===== config.mk =====
export PLATFORM = sky130hd
export DESIGN_NAME = ysyx_23060124_ifu
export DESIGN_NICKNAME = d
export VERILOG_FILES = /design/src/rtl/ysyx_23060124_pkg.sv /design/src/rtl/ysyx_23060124_ifu.sv
export SDC_FILE = /design/constraint.sdc
export NUM_CORES = 1
export LEC_CHECK = 0
export BUFFER_PORTS_ARGS = -buffer_cell sky130_fd_sc_hd__buf_2
export CAP_MARGIN = 20
export CORE_UTILIZATION = 30
export DETAILED_ROUTE_END_ITERATION = 6
export MAX_ROUTING_LAYER = met4
export PLACE_DENSITY = 0.7
export SLEW_MARGIN = 20
export SYNTH_ARGS = -nofsm -noshare
export SYNTH_HDL_FRONTEND = slang
export SYNTH_SLANG_ARGS = --single-unit

===== constraint.sdc =====
create_clock -name clk -period 1.4 [get_ports clk]
set_input_delay 0.14 -clock clk [delete_from_list [all_inputs] [get_ports clk]]
set_output_delay 0.14 -clock clk [all_outputs]
set_load 0.02 [all_outputs]

===== src/rtl/ysyx_23060124_pkg.sv =====
// -----------------------------------------------------------------------------
// ysyx_23060124_pkg
//   Shared definitions for the instruction fetch unit:
//     - FSM state encoding (2 bits): S_AR, S_R, S_OUT, S_WB
//     - RESET_PC_DEFAULT : architectural PC after reset
//     - RESP_OKAY        : AXI "OKAY" response code; anything else is an error
//     - word_align()     : clears the two byte-offset bits of an address
// -----------------------------------------------------------------------------
package ysyx_23060124_pkg;

   typedef logic [1:0] state_t;

   localparam state_t S_AR  = 2'd0;  // issue read address
   localparam state_t S_R   = 2'd1;  // wait for read data
   localparam state_t S_OUT = 2'd2;  // offer {pc, inst} to decode
   localparam state_t S_WB  = 2'd3;  // wait for write-back to retire

   localparam logic [31:0] RESET_PC_DEFAULT = 32'h8000_0000;
   localparam logic [1:0]  RESP_OKAY        = 2'b00;

   // Memory is word-addressed for instruction fetch; byte offset is dropped.
   function automatic logic [31:0] word_align(input logic [31:0] addr);
      return {addr[31:2], 2'b00};
   endfunction

endpackage


===== src/rtl/ysyx_23060124_ifu.sv =====
// -----------------------------------------------------------------------------
// ysyx_23060124_ifu
//   Instruction fetch unit. Holds the architectural PC, fetches one 32-bit
//   instruction per retirement over an AXI4-Lite read channel and offers
//   {pc, inst, fetch_err} to decode with a valid/ready handshake. Exactly one
//   instruction is in flight: a new fetch starts only after write-back pulses
//   i_pc_update.
//
//   Ports
//     clk, rst            clock; synchronous active-high reset
//     i_pc_update         write-back retired an instruction (1-cycle pulse)
//     i_pc_next           next PC, valid with i_pc_update
//     o_araddr/o_arvalid  AXI AR channel (address is the word-aligned PC)
//     i_arready
//     i_rdata/i_rresp     AXI R channel
//     i_rvalid/o_rready
//     o_post_valid        {o_pc, o_inst, o_fetch_err} valid to decode
//     i_post_ready        decode accepts
//     o_pc, o_inst        held PC / instruction (hold value outside S_OUT)
//     o_fetch_err         held instruction returned a non-OKAY response
// -----------------------------------------------------------------------------
module ysyx_23060124_ifu
   import ysyx_23060124_pkg::*;
#(
   parameter logic [31:0] RESET_PC = RESET_PC_DEFAULT,
   parameter int          DATA_W   = 32
) (
   input  logic              clk,
   input  logic              rst,
   // write-back side
   input  logic              i_pc_update,
   input  logic [DATA_W-1:0] i_pc_next,
   // AXI4-Lite read address channel
   output logic [DATA_W-1:0] o_araddr,
   output logic              o_arvalid,
   input  logic              i_arready,
   // AXI4-Lite read data channel
   input  logic [DATA_W-1:0] i_rdata,
   input  logic [1:0]        i_rresp,
   input  logic              i_rvalid,
   output logic              o_rready,
   // decode side
   output logic              o_post_valid,
   input  logic              i_post_ready,
   output logic [DATA_W-1:0] o_pc,
   output logic [DATA_W-1:0] o_inst,
   output logic              o_fetch_err
);

   state_t            state_q, state_d;
   logic [DATA_W-1:0] pc_q,    pc_d;
   logic [DATA_W-1:0] inst_q,  inst_d;
   logic              err_q,   err_d;

   // Handshake qualifiers, each only meaningful in its own state.
   logic ar_fire;
   logic r_fire;
   logic post_fire;
   logic retire;

   assign ar_fire   = (state_q == S_AR)  && i_arready;
   assign r_fire    = (state_q == S_R)   && i_rvalid;
   assign post_fire = (state_q == S_OUT) && i_post_ready;
   // A pc_update outside S_WB is a protocol violation and is ignored.
   assign retire    = (state_q == S_WB)  && i_pc_update;

   // ---------------------------------------------------------------------------
   // FSM: state register
   // ---------------------------------------------------------------------------
   // NOTE: sequential state uses non-blocking (<=) so every register samples
   // the pre-edge value of every other register, independent of block order.
   always_ff @(posedge clk) begin
      if (rst) state_q <= S_AR;
      else     state_q <= state_d;
   end

   // ---------------------------------------------------------------------------
   // FSM: next-state logic
   // ---------------------------------------------------------------------------
   // NOTE: state_d is given a default before the case so no path leaves it
   // unassigned; without it synthesis would infer a latch.
   always_comb begin
      state_d = state_q;
      unique case (state_q)
         S_AR:  if (ar_fire)   state_d = S_R;
         S_R:   if (r_fire)    state_d = S_OUT;
         S_OUT: if (post_fire) state_d = S_WB;
         S_WB:  if (retire)    state_d = S_AR;
         default:              state_d = S_AR;
      endcase
   end

   // ---------------------------------------------------------------------------
   // FSM: outputs (pure decode of the registered state, so no combinational
   // path from any input to any valid/ready output)
   // ---------------------------------------------------------------------------
   always_comb begin
      o_arvalid    = 1'b0;
      o_rready     = 1'b0;
      o_post_valid = 1'b0;
      unique case (state_q)
         S_AR:    o_arvalid    = 1'b1;
         S_R:     o_rready     = 1'b1;
         S_OUT:   o_post_valid = 1'b1;
         default: ;
      endcase
   end

   // ---------------------------------------------------------------------------
   // Datapath next-state
   // ---------------------------------------------------------------------------
   always_comb begin
      pc_d   = pc_q;
      inst_d = inst_q;
      err_d  = err_q;
      // PC keeps whatever low bits write-back handed us; only the bus address
      // is aligned. Misalignment is the trap logic's business, not ours.
      if (retire) pc_d = i_pc_next;
      if (r_fire) begin
         inst_d = i_rdata;
         err_d  = (i_rresp != RESP_OKAY);
      end
   end

   // NOTE: inst/fetch_err are reset too, even though they are qualified by
   // o_post_valid, so the outputs are deterministic from the first cycle.
   always_ff @(posedge clk) begin
      if (rst) begin
         pc_q   <= RESET_PC;
         inst_q <= '0;
         err_q  <= 1'b0;
      end else begin
         pc_q   <= pc_d;
         inst_q <= inst_d;
         err_q  <= err_d;
      end
   end

   assign o_araddr    = word_align(pc_q);
   assign o_pc        = pc_q;
   assign o_inst      = inst_q;
   assign o_fetch_err = err_q;

endmodule


* Word-level counts from Yosys, hierarchy flattened
Cells that the tools add are included.
Operators by class: multiplexer cells 8, equal/unequal tests 7, reductions and logical operators 7
Operators by type and width (number):
- $mux W2 | 4
- $ne A2 B2 Y1 const B | 4
- $pmux W2 S4 | 1
- $eq A2 B2 Y1 const B | 2
- $logic_and A1 B1 Y1 | 4
- $reduce_and A4 Y1 | 1
- $mux W1 | 3
- $eq A2 B1 Y1 const B | 1
- $logic_not A2 Y1 | 1
- $reduce_bool A2 Y1 | 1
Storage, ports and cells: output and inout bits 100, input port bits 72, word-level logic and storage cells 26, register bits 67

* Depth between registers and ports, before layout
Gate-level depths: netlist (run 1).
depth after elaboration 4, depth in mapped cells 7, mapped depth without buffers 5

* Least setup slack after synthesis (run 1)
OpenSTA, ideal clock, no wires.
path type flip-flop to flip-flop, start point register state_q[1], end point register state_q[0], clock period less this slack 1.498 ns, arrival 1.382 ns, stages on the path, launching flop included 6, path buffers 0, library setup time 0.116 ns, setup slack -0.098 ns, data required time 1.284 ns, cell sequence dfxtp_1 inv_1 ha_1 nor2b_1 or4_1 o211a_1
Between the ends: cells in the longest elaborated chain, start to end 4, elaborated cells between the ends (all ways) 14, classes of those cells 7 x eq/ne; 1 x mux; 6 x reduce/logical
Ends and longest elaborated chain:
- from (decl) | RTL line ysyx_23060124_ifu.sv:50 | state_t state_q, state_d;
- from (signal assigned) | RTL line ysyx_23060124_ifu.sv:74 | else state_q <= state_d;
- $eq A2 B2 Y1, or another cell as far along | RTL line ysyx_23060124_ifu.sv:65, ysyx_23060124_ifu.sv:84
- $logic_and A1 B1 Y1, on equally long branches
- $ne A2 B2 Y1 (no line)
- $reduce_and A4 Y1 (no line)
Parallel ways exist; a longest one is shown, timed or not. A chain may end at the register's enable or synchronous reset.

* Worst setup path in the final report (run 1)
start point register state_q[0], end point register state_q[0]
The elaborated chain is that of the path after synthesis.

==> impl_results.html, run 1 <==
<table>
<tr><th>Metric</th><th>Value</th></tr>
<tr><th colspan="2">Die</th></tr>
<tr><td>Die H</td><td>96.7 um</td></tr>
<tr><td>Top-level I/O count</td><td>172</td></tr>
<tr><td>Row count</td><td>34</td></tr>
<tr><td>Die width</td><td>96.7 um</td></tr>
<tr><td>Total die area</td><td>0.00934 sq mm</td></tr>
<tr><td>Core Footprint</td><td>0.00868 sq mm</td></tr>
<tr><td>Initial cell density of the core</td><td>31.0%</td></tr>
<tr><th colspan="2">Finish</th></tr>
<tr><td>Share of final-layout standard cells stronger than drive strength 1</td><td>44.2%</td></tr>
<tr><td>Commonest cells after routing, fill and taps aside</td><td>sky130_fd_sc_hd__buf_2 (167), sky130_fd_sc_hd__nand2_1 (129), sky130_fd_sc_hd__dfxtp_1 (65)</td></tr>
<tr><td>Most common cell after layout, fill and taps aside</td><td>sky130_fd_sc_hd__buf_2</td></tr>
<tr><td>Synth-to-layout area growth</td><td>43.4%</td></tr>
<tr><td>Layout Utilization</td><td>44.4%</td></tr>
<tr><td># nets final</td><td>553</td></tr>
<tr><th colspan="2">STA</th></tr>
<tr><td>Clock skew after layout</td><td>0.0133 ns</td></tr>
<tr><td>Unrepaired setup endpoints after global routing</td><td>yes</td></tr>
<tr><td>Number of slew-limit violations in the final report</td><td>0</td></tr>
<tr><td>Share of the clock period used by the worst path after layout</td><td>98.5%</td></tr>
<tr><td>Final hold violation count</td><td>0</td></tr>
<tr><td>Worst-case setup margin in the final layout</td><td>0.0213 ns</td></tr>
<tr><td>Count of endpoints failing setup in the final report</td><td>0</td></tr>
<tr><td>Minimum clock period after layout</td><td>1.38 ns</td></tr>
<tr><td>Timing-limited maximum frequency</td><td>0.725 GHz</td></tr>
<tr><th colspan="2">Synth</th></tr>
<tr><td>Proportion of synthesized flip-flops having asynchronous set or reset</td><td>0%</td></tr>
<tr><td>Cell type contributing the most total cell area after synthesis</td><td>sky130_fd_sc_hd__dfxtp_1</td></tr>
<tr><td>Proportion of netlist area held by the largest area contributor</td><td>49.9%</td></tr>
<tr><td>Count of mapped cells out of synthesis</td><td>337</td></tr>
<tr><td>Synth warnings</td><td>0</td></tr>
<tr><td>Post-synth design cell area</td><td>0.00269 sq mm</td></tr>
<tr><td>Post-synthesis sequential element count</td><td>67</td></tr>
<tr><td>Distinct cells, synth</td><td>22</td></tr>
<tr><td>Number of enable flip-flop cells after synthesis</td><td>0</td></tr>
<tr><td>Largest cells by area after synthesis</td><td>sky130_fd_sc_hd__dfxtp_1 (50%), sky130_fd_sc_hd__nand2_1 (18%), sky130_fd_sc_hd__a21oi_1 (12%), sky130_fd_sc_hd__buf_4 (9.8%), sky130_fd_sc_hd__ha_1 (1.9%)</td></tr>
<tr><td>Sequential fraction of the synthesis area</td><td>49.9%</td></tr>
<tr><td>Predominant post-synthesis flop cell</td><td>sky130_fd_sc_hd__dfxtp_1</td></tr>
<tr><td>Synthesized area per cell</td><td>7.98 sq um</td></tr>
<tr><th colspan="2">Job</th></tr>
<tr><td>Count of max-cap constraint violations</td><td>0</td></tr>
<tr><th colspan="2">Setup path</th></tr>
<tr><td>Top delay family on crit path</td><td>simple AND/OR/NAND/NOR gates</td></tr>
<tr><td>Worst R2R Path Depth</td><td>4</td></tr>
<tr><td>Number of buffer and inverter stages on the critical path</td><td>0</td></tr>
<tr><td>Destination of the critical timing path</td><td>state_q[0]</td></tr>
<tr><td>Critical-path cell with the highest stage delay</td><td>sky130_fd_sc_hd__or4_1</td></tr>
<tr><td>Worst stage delay on the critical path</td><td>0.46 ns</td></tr>
<tr><td>Startpoint of the lowest-slack register-to-register path</td><td>state_q[0]</td></tr>
<tr><td>CP Data Required Time</td><td>1.63 ns</td></tr>
<tr><td>Critical path capture point type</td><td>register</td></tr>
<tr><td>Endpoint arrival time on the critical path</td><td>1.61 ns</td></tr>
<tr><td>Critical Path Source</td><td>state_q[0]</td></tr>
<tr><td>Cell count along the critical path</td><td>4</td></tr>
<tr><td>Crit Path Category</td><td>register to register</td></tr>
<tr><td>Worst path cell trace</td><td>ha_4 &gt; nor2b_4 &gt; or4_1 &gt; o211a_1</td></tr>
<tr><td>Terminus of the critical flop-to-flop path</td><td>state_q[0]</td></tr>
<tr><td>Largest fanout on the critical path</td><td>4</td></tr>
<tr><td>Register-to-register setup slack</td><td>0.02 ns</td></tr>
<tr><td>Category of the worst setup path launch point</td><td>register</td></tr>
<tr><th colspan="2">Power</th></tr>
<tr><td>Worst vdd rail ir drop</td><td>0.457 mV</td></tr>
<tr><td>PD cells</td><td>1480 mW/mm^2</td></tr>
<tr><td>Reported leakage power</td><td>0.00184 uW</td></tr>
<tr><th colspan="2">Route</th></tr>
<tr><td>DRC violations left</td><td>0</td></tr>
<tr><td>Top layer reached by signal wires</td><td>met4</td></tr>
<tr><td>Total wirelength of the detailed-routed design</td><td>6960 um</td></tr>
<tr><td>Detailed-routing iteration count for the pre-antenna-repair pass</td><td>4</td></tr>
<tr><td>1st-iter DRT viols</td><td>68</td></tr>
<tr><td>Vias per cell</td><td>4.43</td></tr>
<tr><td>Met1 wire length</td><td>3070 um</td></tr>
<tr><td>Post-DRT Antenna Nets</td><td>0</td></tr>
<tr><td>Total number of vias</td><td>2619</td></tr>
<tr><td>Routed length on met2</td><td>3300 um</td></tr>
<tr><td>Routed wire length per instance</td><td>11.8 um</td></tr>
<tr><td>Met3 WL post-DR</td><td>507 um</td></tr>
<tr><th colspan="2">Hold path</th></tr>
<tr><td>Tightest Hold Check Type</td><td>input pin to register</td></tr>
<tr><th colspan="2">Global route</th></tr>
<tr><td>Global-route congestion overflow total</td><td>0</td></tr>
<tr><td>Overall routing resource usage</td><td>14.4%</td></tr>
<tr><td>Via count of the first global-routing pass</td><td>2384</td></tr>
<tr><td>Maximum number of pins on one net before global-route repair</td><td>69</td></tr>
<tr><td>Initial antenna violation count</td><td>1</td></tr>
<tr><td>Global-route wire length before repair</td><td>10700 um</td></tr>
<tr><th colspan="2">Clock tree</th></tr>
<tr><td>CTS H-tree depth</td><td>3</td></tr>
<tr><td>Worst-Skew Late Latency</td><td>0.33 ns</td></tr>
<tr><td>Hold buffer count at cts</td><td>0</td></tr>
<tr><td>Root buffer cell</td><td>sky130_fd_sc_hd__clkbuf_8</td></tr>
<tr><td>CTS tree</td><td>built</td></tr>
<tr><td>Clock-pin slew of the registers on the worst-case setup and hold paths</td><td>0.08 ns</td></tr>
<tr><td>Buffers from clock root to sink, at most</td><td>2</td></tr>
<tr><td>Number of buffers created by CTS</td><td>9</td></tr>
<tr><td>Sinks on the clock net</td><td>67</td></tr>
<tr><th colspan="2">Placed design</th></tr>
<tr><td>Dpl ws</td><td>-0.0146 ns</td></tr>
<tr><td>Routability-driven placement congestion ratio</td><td>0.733</td></tr>
<tr><td>Input/output buffers</td><td>169</td></tr>
<tr><td>Final HPWL from detailed placement</td><td>4510 um</td></tr>
<tr><th colspan="2">Status</th></tr>
<tr><td>Run status</td><td>complete, no violations</td></tr>
</table>
-- worst register-to-register path, stage by stage (launching register included) --
cell	delay, ns
sky130_fd_sc_hd__dfxtp_4	0.38
sky130_fd_sc_hd__ha_4	0.16
sky130_fd_sc_hd__nor2b_4	0.13
sky130_fd_sc_hd__or4_1	0.46
sky130_fd_sc_hd__o211a_1	0.14
-- stage by stage --
stage	power (uW)	instance area, sq um	hold WS (ns)	instances	TNS (ns)
floorplan	3360	2730	0.264	338	0
finish	5710	3850	0.0368	591	0
global placement	3780	3490	0.354	570	0
global route	6080	3850	0.0127	591	-0.0817
detailed placement	3830	3490	0.385	570	-0.0228
CTS	5610	3730	0.00808	587	-0.00588
-- timing repair --
item / CTS / global route
hold endpoints to repair: 0 / 0
gates cloned: 0 / 3
gates resized for setup: 8 / 14
buffers inserted: 1 / 0
setup endpoints to repair: 3 / 39
-- Yosys cell counts (2+ instances only) --
library cell	instances
sky130_fd_sc_hd__nand2_1	130
sky130_fd_sc_hd__buf_4	35
sky130_fd_sc_hd__dfxtp_1	67
sky130_fd_sc_hd__inv_1	4
sky130_fd_sc_hd__nor2b_1	2
sky130_fd_sc_hd__buf_1	4
sky130_fd_sc_hd__buf_2	5
sky130_fd_sc_hd__clkbuf_1	8
sky130_fd_sc_hd__ha_1	4
sky130_fd_sc_hd__nor3_1	2
sky130_fd_sc_hd__a21oi_1	63
sky130_fd_sc_hd__nand2b_1	2
sky130_fd_sc_hd__and2_1	2
-- registers in the layout, indices dropped and copies added, names as in the netlist --
register and flops:
o_fetch_err 1, o_inst 32, o_pc 32, state_q 2
-- power by group --
group / internal [uW] / switching [uW] / leakage, uW
Clock: 926 / 744 / 0.000106
Sequential: 2120 / 148 / 0.000544
Combinational: 792 / 985 / 0.00119
-- layout make-up --
type,count,area [sq um]
repair buffers,181,1070
diodes,1,2.50
clock inverters,5,60.1
inverters,4,20.0
well taps,108,135
flip-flops and latches,67,1350
clock buffers,11,151
fillers,890,4820
multi-input cells,214,1060
-- worst min-delay path by stage --
| stage | startpoint | end | slack (ns) | cells after the start |
|---|---|---|---|---|
| global route | i_pc_next[14] | o_pc[14] | 0.01 | 3 |
| detailed placement | i_rdata[29] | o_inst[29] | 0.38 | 3 |
| global placement | i_pc_next[31] | o_pc[31] | 0.35 | 3 |
| finish | i_rdata[29] | o_inst[29] | 0.04 | 3 |
| floorplan | i_pc_next[31] | o_pc[31] | 0.26 | 2 |
| CTS | i_rdata[29] | o_inst[29] | 0.008 | 3 |
-- routing by layer --
layer | GRT usage, % | vias up
met5 | - | -
met2 | 23.8 | 124
met3 | 4.19 | 9
li1 | - | 1313
met1 | 16.0 | 1173
met4 | 6.66 | 0
-- cells by family after synthesis --
family	Yosys count	synth area share (%)
simple gates	142	21.1
flops	67	49.9
compound gates	65	13.1
buf+inv	57	13.5
fa+ha+maj	4	1.86
mux	1	0.372
other cells	1	0.140
Power figures use the tool's default switching activity.
==> run 2, diff against run 1 <==
--- a/config.mk
+++ b/config.mk
@@ -5,13 +5,13 @@
 export SDC_FILE = /design/constraint.sdc
 export NUM_CORES = 1
 export LEC_CHECK = 0
+export ABC_AREA = 1
 export BUFFER_PORTS_ARGS = -buffer_cell sky130_fd_sc_hd__buf_2
 export CAP_MARGIN = 20
 export CORE_UTILIZATION = 30
 export DETAILED_ROUTE_END_ITERATION = 6
 export MAX_ROUTING_LAYER = met4
 export PLACE_DENSITY = 0.7
-export SLEW_MARGIN = 20
 export SYNTH_ARGS = -nofsm -noshare
 export SYNTH_HDL_FRONTEND = slang
 export SYNTH_SLANG_ARGS = --single-unit
==> impl_results.html, run 2 <==
<table>
<tr><th>Metric</th><th>Value</th></tr>
<tr><th colspan="2">Finish</th></tr>
<tr><td>Synth-to-layout area growth</td><td>31.5%</td></tr>
<tr><td>Filler cell count in the final layout</td><td>946 (+6.3%)</td></tr>
<tr><td># nets final</td><td>557 (+0.72%)</td></tr>
<tr><td>Final instance count without filler cells</td><td>594 (+0.51%)</td></tr>
<tr><td>Diode count</td><td>0 (-1)</td></tr>
<tr><td>Commonest cells after routing, fill and taps aside</td><td>sky130_fd_sc_hd__buf_2 (169), sky130_fd_sc_hd__nor2_1 (132), sky130_fd_sc_hd__dfxtp_1 (65)</td></tr>
<tr><td>Cell area after layout</td><td>0.00354 sq mm (-8.1%)</td></tr>
<tr><td>Share of final-layout standard cells stronger than drive strength 1</td><td>40.3% (-3.9 points)</td></tr>
<tr><td>Layout Utilization</td><td>40.6% (-3.8 points)</td></tr>
<tr><td>Most common cell after layout, fill and taps aside</td><td>sky130_fd_sc_hd__buf_2</td></tr>
<tr><th colspan="2">Synth</th></tr>
<tr><td>Post-synth design cell area</td><td>0.00269 sq mm (+0.23%)</td></tr>
<tr><td>Proportion of netlist area held by the largest area contributor</td><td>49.8% (-0.12 points)</td></tr>
<tr><td>Sequential fraction of the synthesis area</td><td>49.8% (-0.12 points)</td></tr>
<tr><td>Synth warnings</td><td>0 (unchanged)</td></tr>
<tr><td>Cell types with the highest counts after synthesis</td><td>sky130_fd_sc_hd__nor2_1 (132), sky130_fd_sc_hd__dfxtp_1 (67), sky130_fd_sc_hd__o21ai_0 (52)</td></tr>
<tr><td>Largest cells by area after synthesis</td><td>sky130_fd_sc_hd__dfxtp_1 (50%), sky130_fd_sc_hd__nor2_1 (18%), sky130_fd_sc_hd__o21ai_0 (9.7%), sky130_fd_sc_hd__buf_4 (9.2%), sky130_fd_sc_hd__buf_6 (2.5%)</td></tr>
<tr><td>Post-synthesis sequential element count</td><td>67 (unchanged)</td></tr>
<tr><td>Count of mapped cells out of synthesis</td><td>346 (+2.7%)</td></tr>
<tr><td>Synthesized area per cell</td><td>7.79 sq um (-2.4%)</td></tr>
<tr><td>Predominant post-synthesis flop cell</td><td>sky130_fd_sc_hd__dfxtp_1</td></tr>
<tr><td>Distinct cells, synth</td><td>18 (-18%)</td></tr>
<tr><td>Number of enable flip-flop cells after synthesis</td><td>0 (unchanged)</td></tr>
<tr><td>Most frequently used cell type in the post-synthesis netlist</td><td>sky130_fd_sc_hd__nor2_1</td></tr>
<tr><td>Proportion of synthesized flip-flops having asynchronous set or reset</td><td>0% (unchanged)</td></tr>
<tr><td>Cell type contributing the most total cell area after synthesis</td><td>sky130_fd_sc_hd__dfxtp_1</td></tr>
<tr><th colspan="2">Status</th></tr>
<tr><td>Run status</td><td>complete, no violations</td></tr>
<tr><th colspan="2">Clock tree</th></tr>
<tr><td>Number of buffers added for setup after CTS</td><td>0 (-1)</td></tr>
<tr><td>Root buffer cell</td><td>sky130_fd_sc_hd__clkbuf_8</td></tr>
<tr><td>CTS H-tree depth</td><td>3 (unchanged)</td></tr>
<tr><td>Sinks on the clock net</td><td>67 (unchanged)</td></tr>
<tr><td>Clock-pin slew of the registers on the worst-case setup and hold paths</td><td>0.08 ns (about the same)</td></tr>
<tr><td>Worst-Skew Late Latency</td><td>0.33 ns (about the same)</td></tr>
<tr><td>Buffers from clock root to sink, at most</td><td>2 (unchanged)</td></tr>
<tr><td>CTS tree</td><td>built</td></tr>
<tr><td>Number of buffers created by CTS</td><td>9 (unchanged)</td></tr>
<tr><th colspan="2">Global route</th></tr>
<tr><td>Maximum number of pins on one net before global-route repair</td><td>36 (-48%)</td></tr>
<tr><td>Global-route congestion overflow total</td><td>0 (unchanged)</td></tr>
<tr><td>Via count of the first global-routing pass</td><td>2363 (-0.88%)</td></tr>
<tr><td>Overall routing resource usage</td><td>14.0% (-0.43 points)</td></tr>
<tr><td>Global-route wire length before repair</td><td>10400 um (-2.8%)</td></tr>
<tr><td>Initial antenna violation count</td><td>0 (-1)</td></tr>
<tr><th colspan="2">STA</th></tr>
<tr><td>Minimum clock period after layout</td><td>1.31 ns (-0.0718 ns)</td></tr>
<tr><td>Final sum of negative setup slack</td><td>0 ns (unchanged)</td></tr>
<tr><td>Unrepaired setup endpoints after global routing</td><td>no</td></tr>
<tr><td>Number of slew-limit violations in the final report</td><td>0 (unchanged)</td></tr>
<tr><td>Timing-limited maximum frequency</td><td>0.765 GHz (+5.5%)</td></tr>
<tr><td>Final hold violation count</td><td>0 (unchanged)</td></tr>
<tr><td>Clock skew after layout</td><td>0.00929 ns (-0.00397 ns)</td></tr>
<tr><td>Count of endpoints failing setup in the final report</td><td>0 (unchanged)</td></tr>
<tr><td>Share of the clock period used by the worst path after layout</td><td>93.3% (-5.1 points)</td></tr>
<tr><td>Post-Route Hold Slack</td><td>0.0356 ns (-0.00119 ns)</td></tr>
<tr><th colspan="2">Die</th></tr>
<tr><td>Initial cell density of the core</td><td>30.9% (-0.079 points)</td></tr>
<tr><td>Core Footprint</td><td>0.00872 sq mm (+0.49%)</td></tr>
<tr><td>Total die area</td><td>0.00936 sq mm (+0.23%)</td></tr>
<tr><td>Row count</td><td>34 (unchanged)</td></tr>
<tr><td>Top-level I/O count</td><td>172 (unchanged)</td></tr>
<tr><td>Die H</td><td>96.8 um (+0.11%)</td></tr>
<tr><td>Die width</td><td>96.8 um (+0.11%)</td></tr>
<tr><th colspan="2">Route</th></tr>
<tr><td>Met3 WL post-DR</td><td>341 um (-33%)</td></tr>
<tr><td>Post-DRT Antenna Nets</td><td>0 (unchanged)</td></tr>
<tr><td>Met1 wire length</td><td>2650 um (-14%)</td></tr>
<tr><td>DRC violations left</td><td>0 (unchanged)</td></tr>
<tr><td>Detailed-routing iteration count for the pre-antenna-repair pass</td><td>4 (unchanged)</td></tr>
<tr><td>Routed length on met2</td><td>3380 um (+2.5%)</td></tr>
<tr><td>Routed wire length per instance</td><td>10.9 um (-7.3%)</td></tr>
<tr><td>1st-iter DRT viols</td><td>56 (-18%)</td></tr>
<tr><td>Vias per cell</td><td>4.37 (-1.5%)</td></tr>
<tr><td>Total wirelength of the detailed-routed design</td><td>6490 um (-6.8%)</td></tr>
<tr><td>Top layer reached by signal wires</td><td>met4</td></tr>
<tr><td>Total number of vias</td><td>2593 (-0.99%)</td></tr>
<tr><th colspan="2">Placed design</th></tr>
<tr><td>Placed instance area</td><td>0.00334 sq mm (-4.3%)</td></tr>
<tr><td>Routability-driven placement congestion ratio</td><td>0.759 (+3.5%)</td></tr>
<tr><td>Total placed cells including tap cells</td><td>577 (+1.2%)</td></tr>
<tr><td>Input/output buffers</td><td>169 (unchanged)</td></tr>
<tr><td>Final HPWL from detailed placement</td><td>4760 um (+5.6%)</td></tr>
<tr><th colspan="2">Setup path</th></tr>
<tr><td>Crit Path Category</td><td>register to output port</td></tr>
<tr><td>Category of the worst setup path launch point</td><td>register</td></tr>
<tr><td>Endpoint arrival time on the critical path</td><td>1.17 ns (-0.44 ns)</td></tr>
<tr><td>Largest fanout on the critical path</td><td>4 (unchanged)</td></tr>
<tr><td>Terminus of the critical flop-to-flop path</td><td>o_inst[18]</td></tr>
<tr><td>CP Data Required Time</td><td>1.26 ns (-0.37 ns)</td></tr>
<tr><td>Critical path capture point type</td><td>output port</td></tr>
<tr><td>Register-to-register setup slack</td><td>0.15 ns (+0.13 ns)</td></tr>
<tr><td>Worst R2R Path Depth</td><td>6 (+2)</td></tr>
<tr><td>Startpoint of the lowest-slack register-to-register path</td><td>state_q[1]</td></tr>
<tr><th colspan="2">Power</th></tr>
<tr><td>Reported leakage power</td><td>0.00184 uW (+0.18%)</td></tr>
<tr><td>Clock power frac</td><td>23.3% (-5.9 points)</td></tr>
<tr><td>Switching share of total power</td><td>38.3% (+5.4 points)</td></tr>
<tr><td>Worst vdd rail ir drop</td><td>0.688 mV (+50%)</td></tr>
<tr><td>Power share of the combinational group</td><td>34.6% (+3.5 points)</td></tr>
<tr><td>PD cells</td><td>1640 mW/mm^2 (+11%)</td></tr>
<tr><td>Internal power of the cells</td><td>3590 uW (-6.3%)</td></tr>
<tr><td>Total net switching power</td><td>2230 uW (+19%)</td></tr>
<tr><td>Sequential cell fraction of total power</td><td>42.1% (+2.4 points)</td></tr>
<tr><th colspan="2">Hold path</th></tr>
<tr><td>Cells on Worst Hold Path</td><td>3 (unchanged)</td></tr>
<tr><td>Worst min-delay path startpoint</td><td>i_rresp[1]</td></tr>
<tr><td>Tightest Hold Check Type</td><td>input pin to register</td></tr>
<tr><td>Sink of the worst hold path</td><td>o_fetch_err</td></tr>
<tr><th colspan="2">Job</th></tr>
<tr><td>Count of max-cap constraint violations</td><td>0 (unchanged)</td></tr>
</table>
run 2: metrics by stage:
step,power [uW],worst slack (ns)
floorplan,3980,0.107
global placement,4420,-0.0253
detailed placement,4480,-0.0853
CTS,5890,0.00291
global route,6220,0.0255
finish,5820,0.0931
run 2: worst max path at each step:
stage	slack, ns	to	start	cells after the start
4_1_cts	0.003	o_inst[18]	state_q[1]	6
5_1_grt	0.03	o_post_valid	state_q[0]	3
3_5_place_dp	-0.09	o_fetch_err	state_q[1]	6
3_3_place_gp	-0.03	o_fetch_err	state_q[1]	6
6_report	0.09	o_post_valid	state_q[0]	3
2_1_floorplan	0.11	o_inst[14]	state_q[1]	6
run 2: logic make-up after synthesis:
group | after synthesis | share of synthesized area, %
AOI/OAI and AO/OA | 64 | 11.9
adders and majority gates | 4 | 1.86
buffers and inverters | 61 | 15.2
DFF | 67 | 49.8
other | 1 | 0.139
and+or+nand+nor | 149 | 21.1
run 2: power by group through the flow:
stage               clock network [uW]  logic [uW]  registers [uW]
finish                            1360        2020            2450
global route                      1520        2210            2500
CTS                               1430        2010            2450
detailed placement                   0        1990            2490
global placement                     0        1950            2470
floorplan                            0        1110            2870
run 2: area by class of cell:
class	instances	area [sq um]	area share (%)
timing repair buffer	174	902	25.5
clock buffer	11	131	3.71
sequential	67	1340	37.9
tap	108	135	3.81
multi-input combinational	219	955	27.0
clock inverter	5	30.0	0.848
inverter	10	45.0	1.27
run 2: routing by layer:
layer | vias up | GRT usage, %
li1 | 1317 | -
met1 | 1176 | 14.4
met2 | 90 | 25.1
met3 | 10 | 3.47
met4 | 0 | 5.97
met5 | - | -
run 2: worst max-delay path: stages (launching register included):
cell and delay [ns]:
sky130_fd_sc_hd__dfxtp_2 0.36, sky130_fd_sc_hd__inv_1 0.06, sky130_fd_sc_hd__ha_1 0.24, sky130_fd_sc_hd__buf_2 0.17
run 2: what timing repair did:
| action | CTS | global route |
|---|---|---|
| setup endpoints to repair | 37 | 42 |
| endpoints found under the hold margin | 1 | 0 |
| resized for setup | 4 | 10 |
| hold buffers | 1 | 0 |
==> run 3, diff against run 2 <==
--- a/config.mk
+++ b/config.mk
@@ -11,7 +11,7 @@
 export CORE_UTILIZATION = 30
 export DETAILED_ROUTE_END_ITERATION = 6
 export MAX_ROUTING_LAYER = met4
-export PLACE_DENSITY = 0.7
+export PLACE_DENSITY = 0.68
 export SYNTH_ARGS = -nofsm -noshare
 export SYNTH_HDL_FRONTEND = slang
 export SYNTH_SLANG_ARGS = --single-unit
==> constraint.sdc (replaced) <==
create_clock -name clk -period 1.5 [get_ports clk]
set_input_delay 0.15 -clock clk [delete_from_list [all_inputs] [get_ports clk]]
set_output_delay 0.15 -clock clk [all_outputs]
set_load 0.02 [all_outputs]
==> impl_results.html, run 3 (same netlist as run 2, synthesis figures left out) <==
<table>
<tr><th>Metric</th><th>Value</th></tr>
<tr><th colspan="2">Clock tree</th></tr>
<tr><td>CTS H-tree depth</td><td>3 (unchanged)</td></tr>
<tr><td>Clock-pin slew of the registers on the worst-case setup and hold paths</td><td>0.07 ns (about the same)</td></tr>
<tr><td>CTS tree</td><td>built</td></tr>
<tr><td>Buffers from clock root to sink, at most</td><td>2 (unchanged)</td></tr>
<tr><td>Sinks on the clock net</td><td>67 (unchanged)</td></tr>
<tr><td>Number of buffers added for setup after CTS</td><td>0 (unchanged)</td></tr>
<tr><td>Number of buffers created by CTS</td><td>9 (unchanged)</td></tr>
<tr><td>Root buffer cell</td><td>sky130_fd_sc_hd__clkbuf_8</td></tr>
<tr><td>Worst-Skew Late Latency</td><td>0.33 ns (about the same)</td></tr>
<tr><th colspan="2">STA</th></tr>
<tr><td>Minimum clock period after layout</td><td>1.35 ns</td></tr>
<tr><td>Worst-case setup margin in the final layout</td><td>0.148 ns (+0.0548 ns)</td></tr>
<tr><td>Final hold violation count</td><td>0 (unchanged)</td></tr>
<tr><td>Share of the clock period used by the worst path after layout</td><td>90.1%</td></tr>
<tr><td>Timing-limited maximum frequency</td><td>0.740 GHz</td></tr>
<tr><td>Clock skew after layout</td><td>0.0114 ns (+0.00213 ns)</td></tr>
<tr><td>Final sum of negative setup slack</td><td>0 ns (unchanged)</td></tr>
<tr><td>Number of slew-limit violations in the final report</td><td>0 (unchanged)</td></tr>
<tr><td>Count of endpoints failing setup in the final report</td><td>0 (unchanged)</td></tr>
<tr><td>Unrepaired setup endpoints after global routing</td><td>no</td></tr>
<tr><th colspan="2">Die</th></tr>
<tr><td>Die H</td><td>96.8 um (unchanged)</td></tr>
<tr><td>Row count</td><td>34 (unchanged)</td></tr>
<tr><td>Top-level I/O count</td><td>172 (unchanged)</td></tr>
<tr><td>Die width</td><td>96.8 um (unchanged)</td></tr>
<tr><td>Total die area</td><td>0.00936 sq mm (unchanged)</td></tr>
<tr><td>Initial cell density of the core</td><td>30.9% (unchanged)</td></tr>
<tr><td>Core Footprint</td><td>0.00872 sq mm (unchanged)</td></tr>
<tr><th colspan="2">Finish</th></tr>
<tr><td>Most common cell after layout, fill and taps aside</td><td>sky130_fd_sc_hd__buf_2</td></tr>
<tr><td>Layout Utilization</td><td>40.6% (unchanged)</td></tr>
<tr><td>Filler cell count in the final layout</td><td>920 (-2.7%)</td></tr>
<tr><td>Final instance count without filler cells</td><td>594 (unchanged)</td></tr>
<tr><td>Commonest cells after routing, fill and taps aside</td><td>sky130_fd_sc_hd__buf_2 (169), sky130_fd_sc_hd__nor2_1 (132), sky130_fd_sc_hd__dfxtp_1 (67)</td></tr>
<tr><td># nets final</td><td>557 (unchanged)</td></tr>
<tr><td>Share of final-layout standard cells stronger than drive strength 1</td><td>39.5% (-0.82 points)</td></tr>
<tr><td>Diode count</td><td>0 (unchanged)</td></tr>
<tr><td>Synth-to-layout area growth</td><td>31.5% (unchanged)</td></tr>
<tr><th colspan="2">Route</th></tr>
<tr><td>Total number of vias</td><td>2544 (-1.9%)</td></tr>
<tr><td>1st-iter DRT viols</td><td>78 (+39%)</td></tr>
<tr><td>Total wirelength of the detailed-routed design</td><td>6380 um (-1.7%)</td></tr>
<tr><td>Vias per cell</td><td>4.28 (-1.9%)</td></tr>
<tr><td>Routed wire length per instance</td><td>10.7 um (-1.7%)</td></tr>
<tr><td>Post-DRT Antenna Nets</td><td>0 (unchanged)</td></tr>
<tr><td>Detailed-routing iteration count for the pre-antenna-repair pass</td><td>4 (unchanged)</td></tr>
<tr><td>DRC violations left</td><td>0 (unchanged)</td></tr>
<tr><th colspan="2">Placed design</th></tr>
<tr><td>Total placed cells including tap cells</td><td>577 (unchanged)</td></tr>
<tr><td>Input/output buffers</td><td>169 (unchanged)</td></tr>
<tr><td>Final HPWL from detailed placement</td><td>4690 um (-1.6%)</td></tr>
<tr><td>Dpl ws</td><td>0.0711 ns (+0.156 ns)</td></tr>
<tr><td>Routability-driven placement congestion ratio</td><td>0.733 (-3.4%)</td></tr>
<tr><th colspan="2">Global route</th></tr>
<tr><td>Overall routing resource usage</td><td>14.3% (+0.33 points)</td></tr>
<tr><td>Global-route wire length before repair</td><td>10600 um (+1.6%)</td></tr>
<tr><td>Global-route congestion overflow total</td><td>0 (unchanged)</td></tr>
<tr><td>Maximum number of pins on one net before global-route repair</td><td>37 (+2.8%)</td></tr>
<tr><td>Via count of the first global-routing pass</td><td>2355 (-0.34%)</td></tr>
<tr><td>Initial antenna violation count</td><td>0 (unchanged)</td></tr>
<tr><th colspan="2">Setup path</th></tr>
<tr><td>Crit Path Category</td><td>register to register</td></tr>
<tr><td>Category of the worst setup path launch point</td><td>register</td></tr>
<tr><td>Largest fanout on the critical path</td><td>30 (+26)</td></tr>
<tr><td>Endpoint arrival time on the critical path</td><td>1.62 ns (+0.45 ns)</td></tr>
<tr><td>Critical path capture point type</td><td>register</td></tr>
<tr><td>CP Data Required Time</td><td>1.77 ns (+0.51 ns)</td></tr>
<tr><th colspan="2">Power</th></tr>
<tr><td>Total design power</td><td>5540 uW (-4.8%)</td></tr>
<tr><td>Worst vdd rail ir drop</td><td>0.704 mV (+2.3%)</td></tr>
<tr><td>Reported leakage power</td><td>0.00184 uW (about the same)</td></tr>
<tr><td>Power share of the combinational group</td><td>33.3% (-1.3 points)</td></tr>
<tr><td>Total net switching power</td><td>2030 uW (-8.7%)</td></tr>
<tr><td>Switching share of total power</td><td>36.7% (-1.6 points)</td></tr>
<tr><td>Internal power of the cells</td><td>3510 uW (-2.4%)</td></tr>
<tr><td>PD cells</td><td>1560 mW/mm^2 (-4.8%)</td></tr>
<tr><td>Sequential cell fraction of total power</td><td>41.1% (-1.0 points)</td></tr>
<tr><td>Clock power frac</td><td>25.7% (+2.4 points)</td></tr>
<tr><th colspan="2">Status</th></tr>
<tr><td>Run status</td><td>complete, no violations</td></tr>
<tr><th colspan="2">Hold path</th></tr>
<tr><td>Tightest Hold Check Type</td><td>input pin to register</td></tr>
<tr><th colspan="2">Job</th></tr>
<tr><td>Count of max-cap constraint violations</td><td>0 (unchanged)</td></tr>
</table>
## run 3: worst paths after layout
kind	start	end	slack, ns	cells after the start
worst max-delay path	state_q[1]	o_inst[0]	0.15	6
worst min-delay path	i_rresp[0]	o_fetch_err	0.06	3
worst max register to register	state_q[1]	o_inst[0]	0.15	6
worst min register to register	o_inst[17]	o_inst[17]	0.48	2
## run 3: layer usage
metal | global-route usage [%] | routed length [um] | up-vias | share of wire (%)
li1 | - | - | 1317 | -
met1 | 15.9 | 2780 | 1129 | 44
met2 | 24.1 | 3180 | 93 | 50
met3 | 5.49 | 370 | 5 | 5.8
met4 | 3.79 | 53 | 0 | 0.83
met5 | - | 0 | - | 0
## run 3: area by class of cell
| type | instances | area [sq um] | share of cell area, % |
|---|---|---|---|
| multi-input cells | 219 | 947 | 26.7 |
| clock buffers | 12 | 135 | 3.81 |
| inverters | 10 | 42.5 | 1.20 |
| repair buffers | 174 | 890 | 25.1 |
| clock inverters | 4 | 51.3 | 1.45 |
| flip-flops and latches | 67 | 1340 | 37.9 |
| well taps | 108 | 135 | 3.81 |
## run 3: power by group through the flow
stage	combinational [uW]	clock, uW	sequential (uW)
2_1_floorplan	1030	0	2680
3_3_place_gp	1820	0	2300
3_5_place_dp	1850	0	2320
4_1_cts	1860	1500	2280
5_1_grt	2030	1590	2320
6_report	1840	1420	2280
## run 3: what timing repair did
item                       CTS  global route
setup endpoints to repair    0            35
resized for setup            0             5
hold endpoints to repair     1             0
hold buffers                 1             0
## run 3: per-stage QoR
| step | hold WS (ns) | instance area (sq um) |
|---|---|---|
| global route | 0.0379 | 3540 |
| detailed placement | 0.364 | 3340 |
| global placement | 0.350 | 3340 |
| finish | 0.0598 | 3540 |
| CTS | 0.0270 | 3530 |
| floorplan | 0.263 | 2700 |
## run 3: worst max-delay path, cell delays in order (launching register included)
cell and delay [ns]:
sky130_fd_sc_hd__dfxtp_1 0.38, sky130_fd_sc_hd__inv_1 0.08, sky130_fd_sc_hd__ha_1 0.22, sky130_fd_sc_hd__nand2_2 0.14, sky130_fd_sc_hd__buf_6 0.24, sky130_fd_sc_hd__o21ai_0 0.10
sky130_fd_sc_hd__nor2_1 0.11
